<file path="config.mk">
export PLATFORM = sky130hd
export DESIGN_NAME = cpu2a03_dma_controller
export DESIGN_NICKNAME = d
export VERILOG_FILES = /design/src/rtl/cpu2a03_dma_pkg.sv /design/src/rtl/cpu2a03_cycle_parity.sv /design/src/rtl/cpu2a03_dma_controller.sv
export SDC_FILE = /design/constraint.sdc
export NUM_CORES = 1
export LEC_CHECK = 0
export CORE_MARGIN = 2
export CORE_UTILIZATION = 40
export DETAILED_ROUTE_END_ITERATION = 8
export PLACE_DENSITY_LB_ADDON = 0.1
export SLEW_MARGIN = 25
export SYNTH_ARGS = -nofsm -noshare
export SYNTH_HDL_FRONTEND = slang
export SYNTH_SLANG_ARGS = --single-unit
export TNS_END_PERCENT = 100
</file>
<file path="constraint.sdc">
create_clock -name i_clk -period 2.5 [get_ports i_clk]
set_clock_uncertainty 0.05 [all_clocks]
set_input_delay 0.625 -clock i_clk [delete_from_list [all_inputs] [get_ports i_clk]]
set_output_delay 0.625 -clock i_clk [all_outputs]
set_load 0.02 [all_outputs]
</file>
<file path="src/rtl/cpu2a03_dma_pkg.sv">
// cpu2a03_dma_pkg: DMA state encoding, default DMA addresses and the 2A03 APU/IO register map
package cpu2a03_dma_pkg;
   localparam logic [2:0] ST_IDLE    = 3'd0;
   localparam logic [2:0] ST_HALT    = 3'd1;
   localparam logic [2:0] ST_ALIGN   = 3'd2;
   localparam logic [2:0] ST_GET     = 3'd3;
   localparam logic [2:0] ST_PUT     = 3'd4;
   localparam logic [2:0] ST_DMC_GET = 3'd5;
   typedef enum logic [2:0] {
      IDLE    = ST_IDLE,
      HALT    = ST_HALT,
      ALIGN   = ST_ALIGN,
      GET     = ST_GET,
      PUT     = ST_PUT,
      DMC_GET = ST_DMC_GET
   } dma_state_e;
   localparam logic [15:0] PPU_OAMDATA_ADDR   = 16'h2004;
   localparam logic [15:0] PPU_DATA_ADDR      = 16'h2007;
   localparam logic [15:0] APU_PULSE1_ADDR    = 16'h4000;
   localparam logic [15:0] APU_PULSE2_ADDR    = 16'h4004;
   localparam logic [15:0] APU_TRIANGLE_ADDR  = 16'h4008;
   localparam logic [15:0] APU_NOISE_ADDR     = 16'h400C;
   localparam logic [15:0] APU_DMC_ADDR       = 16'h4010;
   localparam logic [15:0] OAM_DMA_ADDR       = 16'h4014;
   localparam logic [15:0] APU_STATUS_ADDR    = 16'h4015;
   localparam logic [15:0] JOY1_ADDR          = 16'h4016;
   localparam logic [15:0] APU_FRAME_CNT_ADDR = 16'h4017;
   localparam logic [15:0] DEF_TRIGGER_ADDR   = OAM_DMA_ADDR;
   localparam logic [15:0] DEF_DEST_ADDR      = PPU_OAMDATA_ADDR;
endpackage

</file>
<file path="src/rtl/cpu2a03_cycle_parity.sv">
// cpu2a03_cycle_parity: get/put parity flop, toggles on every enabled CPU cycle
//   i_clk, i_reset (sync, active-high), i_clk_en -> o_parity (0 = get slot, 1 = put slot)
module cpu2a03_cycle_parity
   import cpu2a03_dma_pkg::*;
(
   input  logic i_clk,
   input  logic i_reset,
   input  logic i_clk_en,
   output logic o_parity
);
   always_ff @(posedge i_clk)
      if (i_reset) o_parity <= 1'b0;
      else if (i_clk_en) o_parity <= ~o_parity;
endmodule

</file>
<file path="src/rtl/cpu2a03_dma_controller.sv">
// cpu2a03_dma_controller: 2A03 OAM burst DMA with DMC sample-fetch arbitration
//   cpu side : i_cpu_rw/i_cpu_address/i_cpu_data watched for the trigger write, o_rdy halts the 6502
//   bus side : o_active/o_rw/o_address/o_data drive the bus while owned, i_data is read data
//   dmc side : i_dmc_req/i_dmc_address in, o_dmc_ack pulse with o_dmc_data out
module cpu2a03_dma_controller
   import cpu2a03_dma_pkg::*;
#(
   parameter logic [15:0] TRIGGER_ADDR = DEF_TRIGGER_ADDR,
   parameter logic [15:0] DEST_ADDR    = DEF_DEST_ADDR,
   parameter int          LENGTH       = 256,
   parameter bit          DMC_ENABLE   = 1'b1
) (
   input  logic        i_clk,
   input  logic        i_reset,
   input  logic        i_clk_en,
   input  logic        i_cpu_rw,
   input  logic [15:0] i_cpu_address,
   input  logic [7:0]  i_cpu_data,
   input  logic [7:0]  i_data,
   output logic        o_rdy,
   output logic        o_active,
   output logic        o_rw,
   output logic [15:0] o_address,
   output logic [7:0]  o_data,
   input  logic        i_dmc_req,
   input  logic [15:0] i_dmc_address,
   output logic        o_dmc_ack,
   output logic [7:0]  o_dmc_data
);
   localparam int CW = $clog2(LENGTH + 1);
   dma_state_e state, state_n, slot_st, next_get;
   logic p, burst, dmc_pend, trigger, last, start;
   logic [7:0] page;
   logic [CW-1:0] count, count_n;
   cpu2a03_cycle_parity u_parity (
      .i_clk    (i_clk),
      .i_reset  (i_reset),
      .i_clk_en (i_clk_en),
      .o_parity (p)
   );
   // the request is still high during the ack cycle; masking it stops a double fetch
   assign dmc_pend = DMC_ENABLE && i_dmc_req && !o_dmc_ack;
   assign trigger  = !i_cpu_rw && i_cpu_address == TRIGGER_ADDR;
   assign start    = state == IDLE && trigger;
   assign last     = count == CW'(LENGTH - 1);
   assign count_n  = count + CW'(state == PUT);
   assign slot_st  = dmc_pend ? DMC_GET : GET;
   assign next_get = (burst || dmc_pend) ? slot_st : IDLE;
   always_comb begin
      state_n = state;
      case (state)
         IDLE:    state_n = (trigger || dmc_pend) ? HALT : IDLE;
         HALT:    state_n = !i_cpu_rw ? HALT : p ? next_get : ALIGN;
         ALIGN:   state_n = next_get;
         GET:     state_n = PUT;
         PUT:     state_n = last ? IDLE : slot_st;
         DMC_GET: state_n = ALIGN;
         default: state_n = IDLE;
      endcase
   end
   // outputs are registered from the next state so they describe the cycle being entered
   always_ff @(posedge i_clk) begin
      if (i_reset) begin
         state      <= IDLE;
         page       <= 8'h00;
         count      <= '0;
         burst      <= 1'b0;
         o_rdy      <= 1'b1;
         o_active   <= 1'b0;
         o_rw       <= 1'b1;
         o_address  <= 16'h0000;
         o_data     <= 8'h00;
         o_dmc_ack  <= 1'b0;
         o_dmc_data <= 8'h00;
      end else if (i_clk_en) begin
         state      <= state_n;
         page       <= start ? i_cpu_data : page;
         count      <= start ? '0 : count_n;
         burst      <= start ? 1'b1 : (state == PUT && last) ? 1'b0 : burst;
         o_rdy      <= state_n == IDLE;
         o_active   <= state_n != IDLE && state_n != HALT;
         o_rw       <= state_n != PUT;
         o_address  <= state_n == GET ? {page, 8'(count_n)} :
                       state_n == DMC_GET ? i_dmc_address :
                       state_n == PUT ? DEST_ADDR : o_address;
         o_data     <= state_n == PUT ? i_data : o_data;
         o_dmc_ack  <= state == DMC_GET;
         o_dmc_data <= state == DMC_GET ? i_data : o_dmc_data;
      end
   end
endmodule

</file>
==> results of run 1 <==
## through the flow
| step | instances | hold WS [ns] | setup slack, ns | utilization | total power, mW |
|---|---|---|---|---|---|
| finish | 474 | 0.4023 | 0.2407 | 0.6162 | 2.013 |
| global route | 474 | 0.4335 | 0.07897 | 0.6162 | 2.103 |
| CTS | 474 | 0.4067 | 0.2394 | 0.6162 | 2.039 |
| detailed placement | 459 | 0.3985 | -0.1148 | 0.5870 | 1.218 |
| floorplan | 289 | 0.3996 | 0.2279 | - | 1.079 |
| global placement | 459 | 0.3919 | -0.09443 | 0.5870 | 1.216 |
## final timing paths
kind / endpoint / startpoint / slack [ns] / cells past startpoint
worst max-delay path: o_address[3] / i_dmc_req / 0.24 / 7
worst min-delay path: o_dmc_data[7] / o_dmc_data[7] / 0.40 / 2
worst max register to register: o_address[6] / state[0] / 0.26 / 8
worst min register to register: o_dmc_data[7] / o_dmc_data[7] / 0.40 / 2
## logic make-up after synthesis
family,after synthesis,share of synthesized area
AO/OA/AOI/OAI,73,0.2149
flip-flops,58,0.4298
buffers and inverters,25,0.04909
multiplexers,18,0.06716
XOR/XNOR,8,0.02594
AND/OR/NAND/NOR,105,0.2038
adder cells (fa/ha/maj),2,0.009262
## where the power goes
part / switching, mW / total [mW] / internal, mW
Sequential: 0.0114 / 0.947 / 0.936
Combinational: 0.107 / 0.250 / 0.143
Clock: 0.357 / 0.816 / 0.459
Total: 0.476 / 2.01 / 1.54
## state kept, by name, summed over array words and instances, names as in the netlist
register,cells
o_data,8
o_address,16
burst,1
state,3
o_active,1
o_rw,1
count,9
u_parity.o_parity,1
o_dmc_data,8
page,8
o_dmc_ack,1
o_rdy,1
## routing by layer
layer	global-route usage	wire length, um
met5	0	0
met4	0.07670	104
met3	0.08952	500
met2	0.3129	3303
met1	0.2311	3020
## layout make-up
type | count | area share
Inverter | 6 | 0.005659
Multi-Input combinational cell | 206 | 0.3549
Tap cell | 77 | 0.02421
Timing Repair Buffer | 112 | 0.2760
Clock buffer | 13 | 0.04495
Sequential cell | 58 | 0.2917
Clock inverter | 2 | 0.002515
## cells in the final DEF, fill, tap and decap left out, types with 4 or more instances in the layout
master,netlist,routed
a21oi_1,20,20
a22o_1,28,28
buf_4,3,21
clkbuf_8,0,13
clkdlybuf4s50_1,0,88
dfxtp_1,58,58
inv_1,6,6
mux2i_1,17,17
nand2_1,30,30
nand3_1,6,6
nor2_1,38,38
nor2b_1,4,4
o21ai_0,7,7
xnor2_1,5,5
## tightest hold or removal path, delay by kind of cell (launching register included)
family / cells / cell delay [ns]
AO/OA/AOI/OAI: 1 / 0.05
flip-flops: 1 / 0.30
AND/OR/NAND/NOR: 1 / 0.05
==> flow_summary.ini, run 1 <==
[floorplanning]
start_util = 0.4182
row_count = 29
core_um2 = 6459
ios = 89
die_y_um = 86.18
dieArea_um2 = 7427
die_w_um = 86.18

[clock_network]
cts-resized-gates = 0
cts_root_buffer = clkbuf_8
htree_levels = 3
post_cts_buffers = 0
insertion_delay_ns = 0.33
clkTransAtPathRegs_ns = 0.06
numClockSinks = 58
clockBufferDepth = 2
cts_buffers = 9
cts_tree = done
ctsHoldBuffers = 0

[timing]
worst_pin_slew_ns = 0.4068
hold_viol = 0
fin_crit_sh = 0.9037
period_needed_ns = 2.259
slew_viol_final = 0
fmax_mhz = 442.6
rsz0062_at_grt = false
setup_tns_ns = 0
slew_headroom = 0.7284
finalSetupViolCount = 0

[critical_path]
crit_required_ns = 2.68
cpMaxStageDelayCell = clkdlybuf4s50_1
cp_slowest_stage_delay_ns = 0.47
arrival_ns = 2.44
path_cells = clkdlybuf4s50_1 -> nand2b_1 -> mux2_2 -> o311ai_4 -> nor2_4 -> o21a_4 -> a22o_1
critical_path_class = in -> reg
worst_setup_path_start_kind = input port
cp-end-kind = register
cp_num_buf_inv = 1
cp_top_family = compound AO/OA/AOI/OAI gates
cp_max_fo = 14

[global_route]
grt_pass1_wl_mm = 11.40
grt_pass1_vias = 2415
gr-total-overflow = 0
gr-usage-all-layers = 0.1962
antenna_found_initial = 0
grt_max_degree = 21

[synthesis]
syn_avg_cell_area_um2 = 9.347
syn-cell-area_um2 = 2701
ys_top_cells_by_count = 58 x dfxtp_1, 38 x nor2_1, 30 x nand2_1
async_reset_ff_frac = 0
synth_area_leaders = dfxtp_1 43%, a22o_1 9.1%, mux2i_1 6.3%, nor2_1 5.3%, nand2_1 4.2%
synth_fp_nets = 344
ys.warnings.count = 0
seq_area_frac_synth = 0.4298
synth_cell_types = 50
yosysTopAreaCellShare = 0.4298
synth-seq-cells = 58
post-synth-top-area-cell = dfxtp_1
synthFlopType = dfxtp_1
syn_inst = 289
synth_edf_count = 0
yosysMostFrequentCell = dfxtp_1

[power_and_ir_drop]
power_density_nw_per_um2 = 505.8
leakage_nw = 1.457
vdd_drop_max_mv = 0.3328

[worst_hold_path]
min_path_type = reg -> reg

[finish]
fin_nets = 448
layout.area.seq_um2 = 1161
final_design_area_no_fill_um2 = 3980
fillerInstances = 573
multiInputGateArea_um2 = 1413
diodes = 0
area_growth_pct = 47.34
drive_gt1_frac = 0.1385

[routing]
finalWirelength_mm = 6.928
drt_iter0_drc = 44
dr_total_vias = 2458
avgRoutedWirePerCell_um = 14.62
antenna_left = 0
dr.pass1.iters = 4
via_per_inst = 5.186
drc_errors = 0

[run_status]
status = complete, no violations

[placed_design]
dp_hpwl_mm = 4.990
gp_congestion = 0.7709
port_buffers = 88
placed_area_um2 = 3791

[job]
max-cap-violations = 0
No activity file was read; power rests on OpenSTA's default activity.
==> run 2: changes to the inputs <==
- HOLD_SLACK_MARGIN: default -> 0.08
- SLEW_MARGIN: 25 -> 20
==> results of run 2 <==
Same layout as run 1: the final DEF is identical, and so are final timing and power.
